### config.mk
export PLATFORM = sky130hd
export DESIGN_NAME = serv_ls_seq
export DESIGN_NICKNAME = d
export VERILOG_FILES = /design/src/rtl/serv_ls_pkg.sv /design/src/rtl/serv_ls_cnt.sv /design/src/rtl/serv_ls_seq.sv
export SDC_FILE = /design/constraint.sdc
export NUM_CORES = 1
export LEC_CHECK = 0
export BUFFER_PORTS_ARGS = -buffer_cell sky130_fd_sc_hd__buf_4
export CAP_MARGIN = 0
export CORE_MARGIN = 2
export CORE_UTILIZATION = 50
export CTS_CLUSTER_DIAMETER = 100
export DETAILED_ROUTE_END_ITERATION = 10
export GPL_ROUTABILITY_DRIVEN = 0
export PLACE_DENSITY = 0.78
export SLEW_MARGIN = 10
export SYNTH_ARGS = -nofsm -noshare
export SYNTH_HDL_FRONTEND = slang
export SYNTH_SLANG_ARGS = --single-unit
### constraint.sdc
create_clock -name i_clk -period 1.9 [get_ports i_clk]
set_clock_uncertainty 0.1 [all_clocks]
set_input_delay 0.38 -clock i_clk [delete_from_list [all_inputs] [get_ports i_clk]]
set_output_delay 0.38 -clock i_clk [all_outputs]
set_load 0.02 [all_outputs]
### src/rtl/serv_ls_pkg.sv
// serv_ls_pkg: shared encodings and lane-select helpers for the load/store sequencer.
// Latency: n/a (types, constants and pure functions only).
// Backpressure: n/a.
package serv_ls_pkg;

    // Sequencer phases; IDLE must stay the all-zero encoding so reset lands there.
    typedef enum logic [1:0] {
        ST_IDLE = 2'b00,
        ST_INIT = 2'b01,
        ST_BUS  = 2'b10,
        ST_EXEC = 2'b11
    } state_e;

    // Access size as presented on i_size; 2'b11 is reserved and behaves as a word.
    typedef enum logic [1:0] {
        SZ_BYTE = 2'b00,
        SZ_HALF = 2'b01,
        SZ_WORD = 2'b10
    } size_e;

    // Cycles per serial phase (one per data bit).
    localparam int PHASE_LEN = 32;

    // Byte-lane enables for an access. Halves and words use the address
    // aligned down, so a misaligned request still produces a legal lane set.
    function automatic logic [3:0] lane_sel(input logic [1:0] size, input logic [1:0] lsb);
        logic [3:0] sel;
        case (size)
            SZ_BYTE: sel = 4'b0001 << lsb;
            SZ_HALF: sel = lsb[1] ? 4'b1100 : 4'b0011;
            default: sel = 4'b1111;
        endcase
        return sel;
    endfunction

    // True when the address cannot be served as a single naturally aligned access.
    function automatic logic misaligned(input logic [1:0] size, input logic [1:0] lsb);
        logic mis;
        case (size)
            SZ_BYTE: mis = 1'b0;
            SZ_HALF: mis = lsb[0];
            default: mis = (lsb != 2'b00);
        endcase
        return mis;
    endfunction

endpackage

### src/rtl/serv_ls_cnt.sv
// serv_ls_cnt: W_CNT-bit phase bit-counter with clear, enable, last flag and registered cnt0/cnt1 strobes.
// Latency: count and strobes update on the edge after clear/enable; o_last is combinational from the count.
// Backpressure: none; advances whenever enabled, wrapping from all-ones to zero.
module serv_ls_cnt #(
    parameter int W_CNT = 5
) (
    input  logic i_clk,
    input  logic i_rst,
    input  logic i_clr,
    input  logic i_en,
    input  logic i_flag_en,
    output logic o_last,
    output logic o_cnt0,
    output logic o_cnt1
);

    logic [W_CNT-1:0] cnt_q;
    logic [W_CNT-1:0] cnt_d;
    logic             cnt0_q;
    logic             cnt0_d;
    logic             cnt1_q;
    logic             cnt1_d;

    // Next count, and strobes qualified by whether the next cycle is an active phase.
    always_comb begin
        cnt_d = cnt_q;
        if (i_clr) begin
            cnt_d = '0;
        end else if (i_en) begin
            cnt_d = cnt_q + W_CNT'(1);
        end
        cnt0_d = i_flag_en && (cnt_d == '0);
        cnt1_d = i_flag_en && (cnt_d == W_CNT'(1));
    end

    // Count and strobe registers.
    always_ff @(posedge i_clk) begin
        if (i_rst) begin
            cnt_q  <= '0;
            cnt0_q <= 1'b0;
            cnt1_q <= 1'b0;
        end else begin
            cnt_q  <= cnt_d;
            cnt0_q <= cnt0_d;
            cnt1_q <= cnt1_d;
        end
    end

    assign o_last = (cnt_q == {W_CNT{1'b1}});
    assign o_cnt0 = cnt0_q;
    assign o_cnt1 = cnt1_q;

endmodule

### src/rtl/serv_ls_seq.sv
// serv_ls_seq: bit-serial load/store sequencer (INIT -> BUS -> EXEC); SERV_LS_MISALIGN_TRAP_EN enables the misalignment trap.
// Latency: 32 INIT cycles after the request edge, BUS until ack, 32 EXEC cycles, o_done one cycle later.
// Backpressure: o_dbus_cyc is held with stable lanes until i_dbus_ack; i_ls_req is only taken while idle.
module serv_ls_seq
    import serv_ls_pkg::*;
#(
    parameter int W_CNT = 5
) (
    input  logic       i_clk,
    input  logic       i_rst,
    input  logic       i_ls_req,
    input  logic       i_we,
    input  logic [1:0] i_size,
    input  logic [1:0] i_lsb,
    input  logic       i_dbus_ack,
    output logic       o_en,
    output logic       o_init,
    output logic       o_cnt0,
    output logic       o_cnt1,
    output logic       o_dbus_cyc,
    output logic       o_dbus_we,
    output logic [3:0] o_dbus_sel,
    output logic       o_busy,
    output logic       o_done,
    output logic       o_misalign
);

    state_e     state_q;
    state_e     state_d;
    logic       we_q;
    logic       we_d;
    logic [1:0] size_q;
    logic [1:0] size_d;
    logic [3:0] sel_q;
    logic [3:0] sel_d;
    logic       en_q;
    logic       en_d;
    logic       init_q;
    logic       init_d;
    logic       cyc_q;
    logic       cyc_d;
    logic       dbus_we_q;
    logic       dbus_we_d;
    logic       busy_q;
    logic       busy_d;
    logic       done_q;
    logic       done_d;
    logic       mis_q;
    logic       mis_d;

    logic       cnt_clr;
    logic       cnt_en;
    logic       cnt_last;

    // The counter registers its own cnt0/cnt1 strobes, qualified by the next phase.
    serv_ls_cnt #(
        .W_CNT (W_CNT)
    ) u_cnt (
        .i_clk     (i_clk),
        .i_rst     (i_rst),
        .i_clr     (cnt_clr),
        .i_en      (cnt_en),
        .i_flag_en (en_d),
        .o_last    (cnt_last),
        .o_cnt0    (o_cnt0),
        .o_cnt1    (o_cnt1)
    );

    // FSM state register.
    always_ff @(posedge i_clk) begin
        if (i_rst) begin
            state_q <= ST_IDLE;
        end else begin
            state_q <= state_d;
        end
    end

    // Next state, captured request fields, counter control and next-cycle output values.
    always_comb begin
        state_d = state_q;
        we_d    = we_q;
        size_d  = size_q;
        sel_d   = 4'b0000;
        cnt_clr = 1'b0;
        cnt_en  = 1'b0;
        done_d  = 1'b0;
        mis_d   = 1'b0;

        unique case (state_q)
            ST_IDLE: begin
                // Keep the counter parked at zero so INIT always starts from bit 0.
                cnt_clr = 1'b1;
                if (i_ls_req) begin
                    we_d    = i_we;
                    size_d  = i_size;
                    state_d = ST_INIT;
                end
            end
            ST_INIT: begin
                cnt_en = 1'b1;
                if (cnt_last) begin
`ifdef SERV_LS_MISALIGN_TRAP_EN
                    if (misaligned(size_q, i_lsb)) begin
                        state_d = ST_IDLE;
                        mis_d   = 1'b1;
                    end else begin
                        state_d = ST_BUS;
                        sel_d   = lane_sel(size_q, i_lsb);
                    end
`else
                    state_d = ST_BUS;
                    sel_d   = lane_sel(size_q, i_lsb);
`endif
                end
            end
            ST_BUS: begin
                // Lanes frozen for the whole bus cycle; restart the counter for EXEC on ack.
                if (i_dbus_ack) begin
                    cnt_clr = 1'b1;
                    state_d = ST_EXEC;
                end else begin
                    sel_d = sel_q;
                end
            end
            ST_EXEC: begin
                cnt_en = 1'b1;
                if (cnt_last) begin
                    state_d = ST_IDLE;
                    done_d  = 1'b1;
                end
            end
        endcase

        en_d      = (state_d == ST_INIT) || (state_d == ST_EXEC);
        init_d    = (state_d == ST_INIT);
        cyc_d     = (state_d == ST_BUS);
        dbus_we_d = cyc_d && we_d;
        busy_d    = (state_d != ST_IDLE);
    end

    // Captured request fields and registered outputs.
    always_ff @(posedge i_clk) begin
        if (i_rst) begin
            we_q      <= 1'b0;
            size_q    <= 2'b00;
            sel_q     <= 4'b0000;
            en_q      <= 1'b0;
            init_q    <= 1'b0;
            cyc_q     <= 1'b0;
            dbus_we_q <= 1'b0;
            busy_q    <= 1'b0;
            done_q    <= 1'b0;
            mis_q     <= 1'b0;
        end else begin
            we_q      <= we_d;
            size_q    <= size_d;
            sel_q     <= sel_d;
            en_q      <= en_d;
            init_q    <= init_d;
            cyc_q     <= cyc_d;
            dbus_we_q <= dbus_we_d;
            busy_q    <= busy_d;
            done_q    <= done_d;
            mis_q     <= mis_d;
        end
    end

    assign o_en       = en_q;
    assign o_init     = init_q;
    assign o_dbus_cyc = cyc_q;
    assign o_dbus_we  = dbus_we_q;
    assign o_dbus_sel = sel_q;
    assign o_busy     = busy_q;
    assign o_done     = done_q;
    assign o_misalign = mis_q;

endmodule

==> reports/results.tsv, run 1 <==
metric	value	unit
status	finished clean	
fin_crit	1820	ps
placed_area	0.00102	sq mm
antenna_found_initial	0	
final_nets	122	
wl_per_cell	12.8	um
synth-edff-count	0	
rsz0062_at_grt	false	
synthFlopType	dfxtp_1	
regMostFlops	u_cnt.cnt_q	
grt-ovfl-total	0	
drv_cap	0	
ys_seq_elements	21	
required	2020	ps
critPathCaptureType	flip-flop	
use_met2	0.219	
ys_warn_count	0	
maxSlewViolCount	0	
grt_pass1_wl	2320	um
die-area	0.00210	sq mm
setup_tns	0	ps
hpwlAfterDp	1160	um
synthDistinctLibCells	28	
placeableCoreArea	0.00169	sq mm
cts_buffers	3	
synth_nets	99	
dp_slack	104	ps
pin_count	22	
grtUsageTotal	0.164	
synth_cells	88	
dp_cells	121	
grt.met3_usage	0.0595	
worstSkewPairLatency	300	ps
final_cells	127	
area.growth.synth_to_final	24.4	%
die_x	45.9	um
htreeDepth	1	
p_leak	0.483	nW
rows	15	
dieHeight	45.9	um
post-route-cell-area	0.00109	sq mm
synth-async-reset-ratio	0	
fin_crit_sh	0.959	
tritoncts	done	
total_power	0.000768	W
clk_pin_slew	120	ps
ff2ff_path_depth	7	
ys_seq_area_frac	0.479	
firstDrtPassIters	4	
viasPerCell	5.32	
critPathLaunchType	flip-flop	
wirelength	1620	um
drtAntennaViolNets	0	
largest_register_ffs	5	
grt_pass1_vias	521	
worstPathArrival	1950	ps
whs_path_depth	3	
clock_sinks	21	
setup_ws	77.0	ps
gr-max-usage-layer	met1	
ir_drop	0.000445	V
hp-class	input port to flip-flop	
grt_util_met1	0.220	
drt-initial-drc-count	12	
layout-drive-gt1-share	0.373	
avgSynthCellArea	9.97	sq um
fmax	549	MHz
clock_path_buffers	2	
setup_violations	0	
criticalPathCategory	flip-flop to flip-flop	
io_buffers	20	
critical_path.max_fanout	4	
start_util	0.519	
diodes	0	
cts_root_buf	clkbuf_4	
drc_errors	0	
grt_max_degree	18	
synth_area	877	sq um
final_hold_viol_count	0	
dr_total_vias	676	
powerDensity	704	mW/mm^2
-- critical path, stage by stage, from the launching register on --
cell and delay, ps:
dfxtp_2 350, ha_2 190, and3_1 180, ha_2 180, a21oi_2 130, o21a_1 190, nand3_2 130, nor4_4 300
-- cells by family (layout without fill, tap and decap cells) --
kind of cell | after synthesis | in the layout | share of synthesized area
other cells | 1 | 1 | 0.00428
simple gates | 41 | 41 | 0.277
compound gates | 9 | 9 | 0.0713
xor+xnor | 3 | 3 | 0.0300
fa+ha+maj | 2 | 2 | 0.0285
flops | 21 | 21 | 0.479
buf+inv | 6 | 28 | 0.0471
mux | 5 | 5 | 0.0628
-- cell usage after synthesis, types with 2 or more instances --
| cell | count | area [sq um] |
|---|---|---|
| dfxtp_1 | 21 | 420 |
| nor2_1 | 18 | 67.6 |
| a22oi_1 | 6 | 45.0 |
| mux2i_1 | 4 | 40.0 |
| nand2_1 | 4 | 15.0 |
| nor3_1 | 4 | 20.0 |
| nor2b_1 | 3 | 18.8 |
| xor2_1 | 3 | 26.3 |
| buf_6 | 2 | 22.5 |
| clkbuf_1 | 2 | 7.51 |
| ha_1 | 2 | 25.0 |
| nor3b_4 | 2 | 37.5 |
| nor4_2 | 2 | 25.0 |
-- report_power, final --
part / internal [W] / total, W / switching (W)
Clock: 0.0000786 / 0.000211 / 0.000132
Combinational: 0.0000452 / 0.0000925 / 0.0000473
Sequential: 0.000454 / 0.000465 / 0.0000109
Total: 0.000577 / 0.000768 / 0.000190
-- metal layers --
metal / share of wire / vias to the layer above / routed length (um)
li1: - / 338 / -
met1: 0.45 / 318 / 733
met2: 0.48 / 16 / 774
met3: 0.049 / 4 / 79
met4: 0.020 / 0 / 33
met5: 0 / - / 0
-- cell type report --
cell class              instances  area, sq um
inverters                       1         3.75
flip-flops and latches         21          423
well taps                      17         21.3
repair buffers                 23          173
multi-input cells              61          443
clock inverters                 1         5.00
clock buffers                   3         22.5
fillers                       156          598
-- per-stage QoR --
stage	utilization	hold slack [ps]
2_1_floorplan	-	355
3_3_place_gp	0.603	374
3_5_place_dp	0.603	394
4_1_cts	0.619	193
5_1_grt	0.646	219
6_report	0.646	209
-- timing repair --
item	4_1_cts	5_1_grt
hold buffers	0	0
gates resized for setup	0	8
setup buffers	0	2
endpoints found under the setup margin	0	2
-- layout by cell type (no fill, tap or decap), types with 3 or more instances in the layout --
cell type  instances
nor2b_1            3
clkbuf_4           3
nand2_1            4
buf_4             23
xor2_1             3
dfxtp_1           19
nor3_1             4
nor2_1            18
mux2i_1            4
a22oi_1            5
-- final timing paths --
check / from / endpoint / slack [ps]
setup / recovery: u_cnt.cnt_q[0] / u_cnt.o_cnt1 / 80
hold / removal: i_size[0] / size_q[0] / 210
setup reg to reg: u_cnt.cnt_q[0] / u_cnt.o_cnt1 / 80
hold reg to reg: we_q / we_q / 420
No activity file was read; power rests on OpenSTA's default activity.
==> run 2: changes to the inputs <==
clock period = 1.78 ns   (was 1.9 ns; I/O delays follow)
==> reports/results.tsv, run 2 (synthesis results as in run 1) <==
metric	value	unit
fin_crit	1700	ps
dieHeight	45.9	um
setup_violations	0	
drt-initial-drc-count	15	
powerDensity	729	mW/mm^2
final_cells	128	
drc_errors	0	
cts_root_buf	clkbuf_4	
die_x	45.9	um
final_hold_viol_count	0	
dp_cells	121	
clock_sinks	21	
reg2reg_slack	80	ps
seqPwrFrac	0.609	
antenna_found_initial	0	
cts_buffers	3	
wl_per_cell	13.3	um
critical_path.max_fanout	3	
cp.depth	7	
tritoncts	done	
cp_slowest_cell	dfxtp_4	
rows	15	
fmax	587	MHz
rr_startpoint	u_cnt.cnt_q[0]	
wirelength	1700	um
status	finished clean	
final_nets	123	
clk_pin_slew	110	ps
placeableCoreArea	0.00169	sq mm
grt_pass1_vias	534	
p_leak	0.485	nW
mostFrequentLayoutCells	buf_4, dfxtp_1, nor2_1	
worstPathArrival	1820	ps
drv_cap	0	
firstDrtPassIters	4	
pin_count	22	
grt-ovfl-total	0	
mostFrequentLayoutCell	buf_4	
worstSkewPairLatency	290	ps
p_int	0.000619	W
p_sw	0.000197	W
ff2ff_path_depth	7	
die-area	0.00210	sq mm
fin_crit_sh	0.957	
required	1890	ps
crit_end	u_cnt.o_cnt1	
start_util	0.519	
setup_ws	76.3	ps
regMostFlops	u_cnt.cnt_q	
cpLargestDelayFamily	simple AND/OR/NAND/NOR gates	
ir_drop	0.000572	V
hpwlAfterDp	1200	um
area.growth.synth_to_final	27.5	%
crit_start	u_cnt.cnt_q[0]	
max_stage_delay	370	ps
dr_total_vias	686	
critPathCaptureType	flip-flop	
layout-drive-gt1-share	0.387	
critPathLaunchType	flip-flop	
grtUsageTotal	0.156	
whs	197	ps
io_buffers	20	
diodes	0	
path_cells	ha_4 > and3_4 > ha_4 > a21oi_2 > o21a_1 > nand3_2 > nor4_2	
viasPerCell	5.36	
grt_max_degree	18	
rr_endpoint	u_cnt.o_cnt1	
critPathBufInv	0	
htreeDepth	1	
largest_register_ffs	5	
pwr-share-comb	0.120	
cts_hold_buf	0	
hp-class	input port to flip-flop	
grt_pass1_wl	2340	um
path_common_cell	ha_4	
drtAntennaViolNets	0	
clock_path_buffers	2	
nFillCells	139	
clkPwrFrac	0.271	
switching_share	0.241	
maxSlewViolCount	0	
criticalPathCategory	flip-flop to flip-flop	
dp_slack	15.4	ps
[run 2: how the worst min path moves through the flow]
stage	from	to	slack, ps	cells after the start
after floorplan	we_q	we_q	360	2
after global placement	we_q	we_q	370	2
after detailed placement	we_q	we_q	390	2
after CTS	i_size[1]	size_q[1]	200	3
after global routing	i_size[0]	size_q[0]	200	3
final	i_size[0]	size_q[0]	200	3
[run 2: worst reg2reg max path: stages, from the launching register on]
cell and delay, ps:
dfxtp_4 370, ha_4 150, and3_4 180, ha_4 160, a21oi_2 100, o21a_1 190
nand3_2 120, nor4_2 260
[run 2: layout make-up]
cell class              instances  area (sq um)  area share
repair buffers                 24           180       0.161
clock buffers                   4          26.3      0.0235
inverters                       1          3.75     0.00336
flip-flops and latches         21           425       0.380
well taps                      17          21.3      0.0190
multi-input cells              61           462       0.413
[run 2: per-stage QoR]
step           total power, W  TNS, ps  cell area [sq um]  utilization
5_1_grt              0.000852    -17.6               1120        0.662
3_3_place_gp         0.000594        0               1020        0.603
2_1_floorplan        0.000563        0                877            -
3_5_place_dp         0.000597        0               1020        0.603
4_1_cts              0.000812        0               1060        0.626
6_report             0.000815        0               1120        0.662
[run 2: what timing repair did]
action,CTS,global route
endpoints found under the setup margin,2,7
gates resized for setup,3,9
gates cloned,0,0
setup buffers,0,3
pin swaps,0,4
hold endpoints to repair,0,0
[run 2: power groups by stage]
stage / sequential (W) / combinational, W / clock, W
2_1_floorplan: 0.000513 / 0.0000498 / 0
3_3_place_gp: 0.000506 / 0.0000883 / 0
3_5_place_dp: 0.000507 / 0.0000900 / 0
4_1_cts: 0.000496 / 0.0000913 / 0.000224
5_1_grt: 0.000498 / 0.000106 / 0.000248
6_report: 0.000496 / 0.0000981 / 0.000221
[run 2: layer usage]
layer | track usage | part of all wire | vias to the layer above
li1 | - | - | 344
met1 | 0.211 | 0.44 | 326
met2 | 0.233 | 0.51 | 14
met3 | 0.0397 | 0.034 | 2
met4 | 0.0686 | 0.015 | 0
met5 | 0 | 0 | -
==> run 3: changes to the inputs <==
ABC_AREA = 1   (was unset)
CAP_MARGIN = unset   (was 0)
==> reports/results.tsv, run 3 <==
metric	value	unit
final_util	0.636	
largest_register_ffs	5	
drc_errors	0	
powerDensity	776	mW/mm^2
synthMuxAreaShare	0	
die-area	0.00212	sq mm
whs_path_depth	3	
seqPwrFrac	0.593	
tritoncts	done	
pwr-share-comb	0.129	
wl_per_cell	9.86	um
worstSkewPairLatency	300	ps
hp-class	input port to flip-flop	
criticalPathCategory	flip-flop to flip-flop	
clkPwrFrac	0.278	
path_cells	ha_2 > nand2_1 > nor2_1 > ha_1 > inv_2 > nand2_1 > nand3_2 > nand2_2 > nor2_2 > nand2_1 > nor2_1	
yosys.area_share.simple	0.337	
viasPerCell	4.86	
synth_nets	131	
final_nets	154	
mostFrequentLayoutCell	nand2_1	
ys_seq_area_frac	0.476	
clock_path_buffers	2	
io_buffers	20	
maxSlewViolCount	0	
htreeDepth	1	
start_util	0.523	
synthAdderAreaFrac	0.0283	
synthXorXnorAreaFrac	0	
grt_pass1_wl	2650	um
area.growth.synth_to_final	21.5	%
rr_endpoint	u_cnt.o_cnt1	
final_hold_viol_count	0	
path_common_cell	nand2_1	
reg2reg_slack	170	ps
cp_slowest_cell	dfxtp_1	
layout-drive-gt1-share	0.261	
synthFlopType	dfxtp_1	
fin_crit_sh	0.907	
placeableCoreArea	0.00169	sq mm
critPathCaptureType	flip-flop	
fmax	620	MHz
hold_end	we_q	
rr_startpoint	u_cnt.cnt_q[1]	
grtUsageTotal	0.174	
rsz0062_at_grt	false	
avgSynthCellArea	7.36	sq um
synth.top_cell.area_share	0.476	
synth_top_family_by_area	simple AND/OR/NAND/NOR gates	
ys_seq_elements	21	
p_leak	0.528	nW
dieHeight	46.0	um
grt_pass1_vias	690	
synth_area	883	sq um
drv_cap	0	
synth-edff-count	0	
worstPathArrival	1730	ps
setup_tns	0	ps
cts_root_buf	clkbuf_4	
synth-async-reset-ratio	0	
antenna_found_initial	0	
synth_common_cells	nand2_1, nor2_1, dfxtp_1, inv_1, a21oi_1	
wirelength	1570	um
synth_top_area_cell	dfxtp_1	
status	finished clean	
required	1890	ps
cts_buffers	3	
diodes	0	
rows	15	
firstDrtPassIters	4	
max_stage_delay	370	ps
setup_violations	0	
synthDistinctLibCells	21	
drt-initial-drc-count	8	
critPathLaunchType	flip-flop	
clk_pin_slew	120	ps
yosysMostFrequentCell	nand2_1	
pin_count	22	
fin_crit	1610	ps
critical_path.max_fanout	4	
min_from	i_we	
p_int	0.000615	W
synth_compound_area_frac	0.0652	
die_x	46.0	um
synthTopCellsByArea	dfxtp_1, nand2_1, nor2_1	
nFillCells	151	
dr_total_vias	772	
grt_max_degree	14	
drtAntennaViolNets	0	
ff2ff_path_depth	11	
switching_share	0.262	
grt-ovfl-total	0	
clock_sinks	21	
ys_warn_count	0	
setup_ws	166	ps
regMostFlops	u_cnt.cnt_q	
p_sw	0.000218	W
mostFrequentLayoutCells	nand2_1, nor2_1, buf_4	
hpwlAfterDp	1240	um
synth_cells	120	
ir_drop	0.000557	V
dp_slack	171	ps
==> run 3: changes by cell type in the layout (fill, tap and decap cells not counted), sizes merged, moves of 3 or more <==
| cell | change |
|---|---|
| nand2 | +26 |
| inv | +14 |
| nand3 | +7 |
| nor2 | +7 |
| a21oi | +6 |
| a22oi | -5 |
| mux2i | -4 |
| buf | -3 |
| nor2b | -3 |
| nor3 | -3 |
| nor3b | -3 |
| xor2 | -3 |
==> run 3: worst max path at each step <==
stage	startpoint	end	slack (ps)	cells past startpoint
after floorplan	u_cnt.cnt_q[0]	u_cnt.o_cnt1	320	11
after global placement	u_cnt.cnt_q[0]	u_cnt.o_cnt1	240	11
after detailed placement	u_cnt.cnt_q[0]	u_cnt.o_cnt0	170	11
after CTS	u_cnt.cnt_q[0]	u_cnt.o_cnt1	120	11
after global routing	u_cnt.cnt_q[1]	u_cnt.o_cnt0	30	11
final	u_cnt.cnt_q[1]	u_cnt.o_cnt1	170	11
==> run 3: layout make-up <==
type	instances	area (sq um)	area share
Sequential cell	21	422	0.393
Multi-Input combinational cell	81	387	0.360
Timing Repair Buffer	21	158	0.147
Inverter	15	56.3	0.0524
Clock buffer	3	22.5	0.0210
Tap cell	17	21.3	0.0198
Clock inverter	1	7.51	0.00699
==> run 3: what timing repair did <==
| action | CTS | global route |
|---|---|---|
| buffers inserted | 0 | 0 |
| resized for setup | 0 | 3 |
| endpoints found under the setup margin | 0 | 2 |
| endpoints found under the hold margin | 0 | 0 |
| hold buffers | 0 | 0 |
==> run 3: kinds of logic after synthesis <==
group,count (synthesis)
flops,21
compound gates,11
buf+inv,18
fa+ha+maj,2
simple gates,67
other cells,1
==> run 3: power groups by stage <==
stage,logic [W],registers (W),clock network [W]
6_report,0.000107,0.000494,0.000232
5_1_grt,0.000119,0.000496,0.000259
4_1_cts,0.000108,0.000494,0.000241
3_5_place_dp,0.000107,0.000504,0
3_3_place_gp,0.000105,0.000504,0
2_1_floorplan,0.0000621,0.000513,0
==> run 3: worst max-delay path: cells and delay by family (launching register included) <==
family | cells | cell delay [ps]
fa+ha+maj | 2 | 380
buf+inv | 1 | 50
flops | 1 | 370
simple gates | 8 | 620
==> run 3: through the flow <==
step                      instances  total power [W]  hold slack [ps]  instance area, sq um
after global routing            159         0.000873              176                  1070
final                           159         0.000833              169                  1070
after floorplan                 120         0.000575              353                   883
after global placement          155         0.000609              355                  1040
after CTS                       159         0.000843              159                  1070
after detailed placement        155         0.000612              355                  1040
==> run 3: routing by layer <==
metal	vias to the layer above	track usage	part of all wire
met5	-	0	0
met4	0	0.0857	0.016
met3	4	0.0238	0.052
met2	22	0.297	0.47
met1	333	0.210	0.46
li1	413	-	-
